**src/rtl/hash_sched_pkg.sv**
```systemverilog
// Shared types and constants for the hash-unit scheduler.
package hash_sched_pkg;

  localparam int DW_DEFAULT = 512;

  localparam logic [3:0] MODE_SEED   = 4'd0;
  localparam logic [3:0] MODE_AUX    = 4'd1;
  localparam logic [3:0] MODE_COMMIT = 4'd2;
  localparam logic [3:0] MODE_CHAL   = 4'd3;

  typedef enum logic [2:0] {
    ST_IDLE,
    ST_GRANT,
    ST_WAIT,
    ST_DRAIN,
    ST_RESP,
    ST_ABORT
  } state_t;

  function automatic int wrap_inc(input int idx, input int n);
    return (idx + 1 >= n) ? 0 : idx + 1;
  endfunction

endpackage

```
**src/rtl/hash_sched_rr_arbiter.sv**
```systemverilog
// Rotating-priority pick: first requester at or after i_ptr, wrapping.
module rr_arbiter #(
  parameter int NREQ = 4,
  parameter int IW   = 2
) (
  input  logic [NREQ-1:0] i_req,
  input  logic [IW-1:0]   i_ptr,
  output logic [NREQ-1:0] o_gnt,
  output logic [IW-1:0]   o_idx,
  output logic            o_any
);

  // NOTE: every output gets a default before the loop, so no path leaves
  // a value unassigned and no latch is inferred.
  always_comb begin
    o_gnt = '0;
    o_idx = '0;
    o_any = 1'b0;
    // Walk offsets from farthest to nearest so the nearest requester wins last.
    for (int i = NREQ - 1; i >= 0; i--) begin
      for (int k = 0; k < NREQ; k++) begin
        if (i_req[k] && (k == int'(i_ptr) + i || k == int'(i_ptr) + i - NREQ)) begin
          o_gnt    = '0;
          o_gnt[k] = 1'b1;
          o_idx    = IW'(k);
          o_any    = 1'b1;
        end
      end
    end
  end

endmodule

```
**src/rtl/hash_sched.sv**
```systemverilog
// Round-robin scheduler sharing one hash unit between NREQ requesters,
// with start/done handshake, digest capture and timeout abort.
module hash_sched
  import hash_sched_pkg::*;
#(
  parameter int NREQ    = 4,
  parameter int DW      = DW_DEFAULT,
  parameter int TIMEOUT = 4096
) (
  input  logic              clk,
  input  logic              reset,
  input  logic [NREQ-1:0]   req_i,
  input  logic [4*NREQ-1:0] req_mode_i,
  output logic [NREQ-1:0]   gnt_o,
  output logic [NREQ-1:0]   ack_o,
  output logic [NREQ-1:0]   err_o,
  output logic [DW-1:0]     digest_o,
  output logic              busy_o,
  output logic [3:0]        hash_mode_o,
  output logic              hash_start_o,
  input  logic              hash_done_i,
  input  logic [DW-1:0]     hash_value_i
);

  localparam int IW = (NREQ > 1) ? $clog2(NREQ) : 1;
  localparam int CW = $clog2(TIMEOUT);

  state_t            r_state, w_state_nxt;
  logic [NREQ-1:0]   r_gnt;
  logic [3:0]        r_mode;
  logic              r_start;
  logic [DW-1:0]     r_digest;
  logic [IW-1:0]     r_ptr;
  logic [CW-1:0]     r_cnt;

  logic [NREQ-1:0]   w_gnt;
  logic [IW-1:0]     w_idx;
  logic              w_any;
  logic [3:0]        w_mode;
  logic              w_timeout;

  rr_arbiter #(.NREQ(NREQ), .IW(IW)) u_arb (
    .i_req (req_i),
    .i_ptr (r_ptr),
    .o_gnt (w_gnt),
    .o_idx (w_idx),
    .o_any (w_any)
  );

  always_comb begin
    w_mode = '0;
    for (int k = 0; k < NREQ; k++) begin
      if (w_gnt[k]) w_mode = req_mode_i[4*k +: 4];
    end
  end

  assign w_timeout = (r_cnt == CW'(TIMEOUT - 1));

  // NOTE: state and datapath registers use non-blocking assignments only,
  // so every flop samples values from before the clock edge.
  always_ff @(posedge clk or posedge reset) begin
    if (reset) r_state <= ST_IDLE;
    else       r_state <= w_state_nxt;
  end

  // Timeout outranks a simultaneous done in both WAIT and DRAIN.
  always_comb begin
    w_state_nxt = r_state;
    ack_o       = '0;
    err_o       = '0;
    case (r_state)
      ST_IDLE:  if (w_any) w_state_nxt = ST_GRANT;
      ST_GRANT: w_state_nxt = ST_WAIT;
      ST_WAIT: begin
        if (w_timeout)       w_state_nxt = ST_ABORT;
        else if (hash_done_i) w_state_nxt = ST_DRAIN;
      end
      ST_DRAIN: begin
        if (w_timeout)         w_state_nxt = ST_ABORT;
        else if (!hash_done_i) w_state_nxt = ST_RESP;
      end
      ST_RESP: begin
        ack_o       = r_gnt;
        w_state_nxt = ST_IDLE;
      end
      ST_ABORT: begin
        err_o       = r_gnt;
        w_state_nxt = ST_IDLE;
      end
      default: w_state_nxt = ST_IDLE;
    endcase
  end

  always_ff @(posedge clk or posedge reset) begin
    if (reset) begin
      r_gnt    <= '0;
      r_mode   <= '0;
      r_start  <= 1'b0;
      r_digest <= '0;
      r_ptr    <= '0;
      r_cnt    <= '0;
    end else begin
      case (r_state)
        ST_IDLE: begin
          if (w_any) begin
            r_gnt  <= w_gnt;
            r_mode <= w_mode;
            r_ptr  <= IW'(wrap_inc(int'(w_idx), NREQ));
          end
        end
        ST_GRANT: begin
          r_start <= 1'b1;
          r_cnt   <= '0;
        end
        ST_WAIT: begin
          if (w_timeout) begin
            r_start <= 1'b0;
          end else begin
            r_cnt <= r_cnt + CW'(1);
            if (hash_done_i) begin
              r_digest <= hash_value_i;
              r_start  <= 1'b0;
            end
          end
        end
        ST_DRAIN: if (!w_timeout) r_cnt <= r_cnt + CW'(1);
        ST_RESP, ST_ABORT: r_gnt <= '0;
        default: ;
      endcase
    end
  end

  assign gnt_o        = r_gnt;
  assign hash_mode_o  = r_mode;
  assign hash_start_o = r_start;
  assign digest_o     = r_digest;
  assign busy_o       = (r_state != ST_IDLE);

endmodule

```
**config.mk**
```make
export PLATFORM = sky130hd
export DESIGN_NAME = hash_sched
export DESIGN_NICKNAME = d
export VERILOG_FILES = /design/src/rtl/hash_sched_pkg.sv /design/src/rtl/hash_sched_rr_arbiter.sv /design/src/rtl/hash_sched.sv
export SDC_FILE = /design/constraint.sdc
export NUM_CORES = 1
export LEC_CHECK = 0
export BUFFER_PORTS_ARGS = -buffer_cell sky130_fd_sc_hd__buf_2
export CAP_MARGIN = 20
export CORE_AREA = 2 2 411 413
export CTS_CLUSTER_SIZE = 14
export DETAILED_ROUTE_END_ITERATION = 6
export DIE_AREA = 0 0 413 415
export SYNTH_ARGS = -nofsm -noshare
export SYNTH_HDL_FRONTEND = slang
export SYNTH_SLANG_ARGS = --single-unit
```
**constraint.sdc**
```tcl
create_clock -name clk -period 20.2 [get_ports clk]
set_input_delay 2.02 -clock clk [delete_from_list [all_inputs] [get_ports clk]]
set_output_delay 2.02 -clock clk [all_outputs]
set_load 0.01 [all_outputs]
```
==> metrics.txt <==
GRT Total Usage 11.15%; RSZ-0062 raised after global routing no; DRC errors left 0; number of global-route vias before repair 15884; largest net degree at the start of global routing 161; Final nets 2893; Syn Nets 1811; syn_area_per_cell between 15 and 20 µm²; Tmin final between 5 and 6 ns; Synth Register Bits ~540; Synth Flop Type dfrtp_1; pwr/cell area approximately 170 nW/µm²; critical path class input pin to register; TritonCTS Buffers 71; area leader, netlist dfrtp_1; status complete, no violations; first drt pass iteration count 4; routed vias/inst roughly 3.3; clock-pin transition on the worst setup and hold timing paths 0.05 ns; count of pins over their slew limit 0; r2r setup slk 15.20 ns; CP top delay family buffers and inverters; antenna violations before repair 84; synthesized netlist cell count 1275; most instantiated cells after synthesis dfrtp_1, mux2_2, buf_6, mux2_1, nand2_1; CTS tree built; largest cells by area after synthesis dfrtp_1, mux2_2, buf_6; total power 5.189 mW; clock buffer depth 3; fraction of registers with async set/reset 100.0%; core area 166700 µm²; Max Fanout on Critical Path 130; drt total wl 98.56 mm; Ports 1065; Critical Path AT slightly below 6 ns; Max VDD drop about 0.11 mV; final setup fails 0; non-filler cells, final between 4000 and 5000; Iteration-0 DRC Markers 722; CP endpoint kind register; fillers around 18000; Least-Margin Pin Slew 1.094 ns; Max Fclk around 190 MHz; HPWL after DPL 79.96 mm; most common cell in the netlist dfrtp_1; slowest stage cell, crit path buf_4; Crit. path cell count 7; WHS 0.4760 ns; hold crit path type register to register; worst r2r dst digest_o[92]$_DFFE_PP0P_; Critical Path Most Common Cell buf_4; final period utilization a little over a quarter; clock tree root buffer cell clkbuf_16; library cells used by synthesis 43; Placed Instances about 4500; GR Overflow Total 0; highest metal used met5; reg2reg path depth 7; cell area after synthesis approximately 21000 µm²; Metal-1 WL 38.77 mm; Die H 415 µm; Worst Clk Skew 0.03404 ns; hold path depth 1; Setup TNS 0 ns; Buf/Inv on CP 5; Worst setup SP type input pin; Synth-to-Final Area Change 47.92%; proportion of layout cells with a drive suffix above 1 68.66%; Post-synth EDFFs 0; design area a little over 30000 µm²; Std-Cell Rows 150; CTS sink count 538; global-route wire length before repair about 130 mm; Slew Limit Headroom 27.04%; post-cts resize count 0; postcts setup bufs 0; H-Tree Depth 3; Die Span X 413 µm; clock latency on the worst-skew pair roughly 0.69 ns; yosys warns 0; hold path start digest_o[44]$_DFFE_PP0P_; Met3 Routed Length 8.589 mm; Post-DP Area 28390 µm²; max cap viols 0; CP Data Required Time 20.76 ns; FF-to-FF Start r_state[1]$_DFFE_PP0P_; CP max stage delay ~0.9 ns; Routed Antenna Nets 0; vias after detailed routing 15340; port bufs 1064; Post-CTS Hold Buffers 0; met2 WL 48.41 mm; Final Wtd Congestion 0.8882; LEAKAGE 14.17 nW; cells along the critical path buf_2 -> inv_1 -> nor3_4 -> buf_12 -> buf_4 -> buf_4 -> mux2_2; hold path endpoint digest_o[44]$_DFFE_PP0P_; drt wl/cell 21.32 µm; Initial Util 12.48%; top cell type's share of synthesized area 64.70%; die area approximately 170000 µm²; post-synthesis sequential area ratio roughly two thirds; Final Hold Viols 0
==> cells by family (layout without fill, tap and decap cells) <==
logic type                 after synthesis  after routing  synth area share, %
DFF                                    538            538                64.70
other                                    0             14                    0
xor gates and xnor gates                 3              3               0.1263
muxes                                  514            514                27.81
and+or+nand+nor                         95             95                2.405
adders and majority gates                1              1              0.06012
buffers and inverters                   71           1202                3.211
AOI/OAI and AO/OA                       53             53                1.690
==> placed cells by master, fill, tap and decap left out, types with 9 or more instances in the layout <==
cell type,instances
mux2_2,461
clkbuf_16,71
mux2_1,51
nand3_1,11
dfrtp_1,538
buf_2,1064
clkbuf_1,14
diode_2,14
nand2_1,21
clkbuf_8,9
a21oi_1,15
clkinv_2,10
o21ai_0,18
nor2_1,18
==> layout make-up <==
| class | instances | area, µm² | area share (%) |
|---|---|---|---|
| sequential | 538 | 13460 | 43.74 |
| multi-input combinational | 666 | 6676 | 21.69 |
| timing repair buffer | 1073 | 5455 | 17.72 |
| tap | 2204 | 2758 | 8.960 |
| clock buffer | 94 | 1953 | 6.346 |
| clock inverter | 28 | 404.1 | 1.313 |
| antenna | 14 | 35.03 | 0.1138 |
| inverter | 7 | 33.78 | 0.1098 |
==> power breakdown <==
part	internal (mW)	switching [mW]	total, mW
clock network	0.743	0.537	1.28
logic	0.945	1.03	1.98
registers	1.63	0.305	1.93
total	3.31	1.88	5.19
==> routing by layer <==
| metal | vias up | GRT usage, % |
|---|---|---|
| li1 | 6723 | - |
| met2 | 699 | 19.18 |
| met4 | 4 | 3.242 |
| met5 | - | 0 |
| met3 | 197 | 3.399 |
| met1 | 7717 | 13.23 |
==> sequential cells by signal (all words and copies together) (netlist names) <==
name,flops
digest_o,512
gnt_o,4
r_cnt,12
r_state,3
r_ptr,2
hash_mode_o,4
hash_start_o,1
==> metrics by stage <==
stage | utilization, % | setup slack, ns
4_1_cts | 18.45 | 14.92
3_3_place_gp | 17.03 | 14.22
3_5_place_dp | 17.03 | 14.13
2_1_floorplan | - | 3.143
6_report | 18.47 | 14.92
5_1_grt | 18.45 | 14.69
==> worst register-to-register path: stages (launching register included) <==
cell and delay [ns]:
dfrtp_1 0.61, nor2b_1 0.44, o41ai_4 0.22, nor3_4 0.73, buf_12 0.52, buf_4 0.94, buf_4 0.95, mux2_2 0.50
==> worst max-delay path by stage <==
stage                               end         from  slack (ns)
4_1_cts        digest_o[92]$_DFFE_PP0P_  hash_done_i       14.92
5_1_grt        digest_o[50]$_DFFE_PP0P_  hash_done_i       14.69
6_report       digest_o[92]$_DFFE_PP0P_  hash_done_i       14.92
2_1_floorplan   digest_o[0]$_DFFE_PP0P_        reset        3.14
3_5_place_dp   digest_o[92]$_DFFE_PP0P_  hash_done_i       14.13
3_3_place_gp   digest_o[64]$_DFFE_PP0P_  hash_done_i       14.22
No activity file was read; power rests on OpenSTA's default activity.
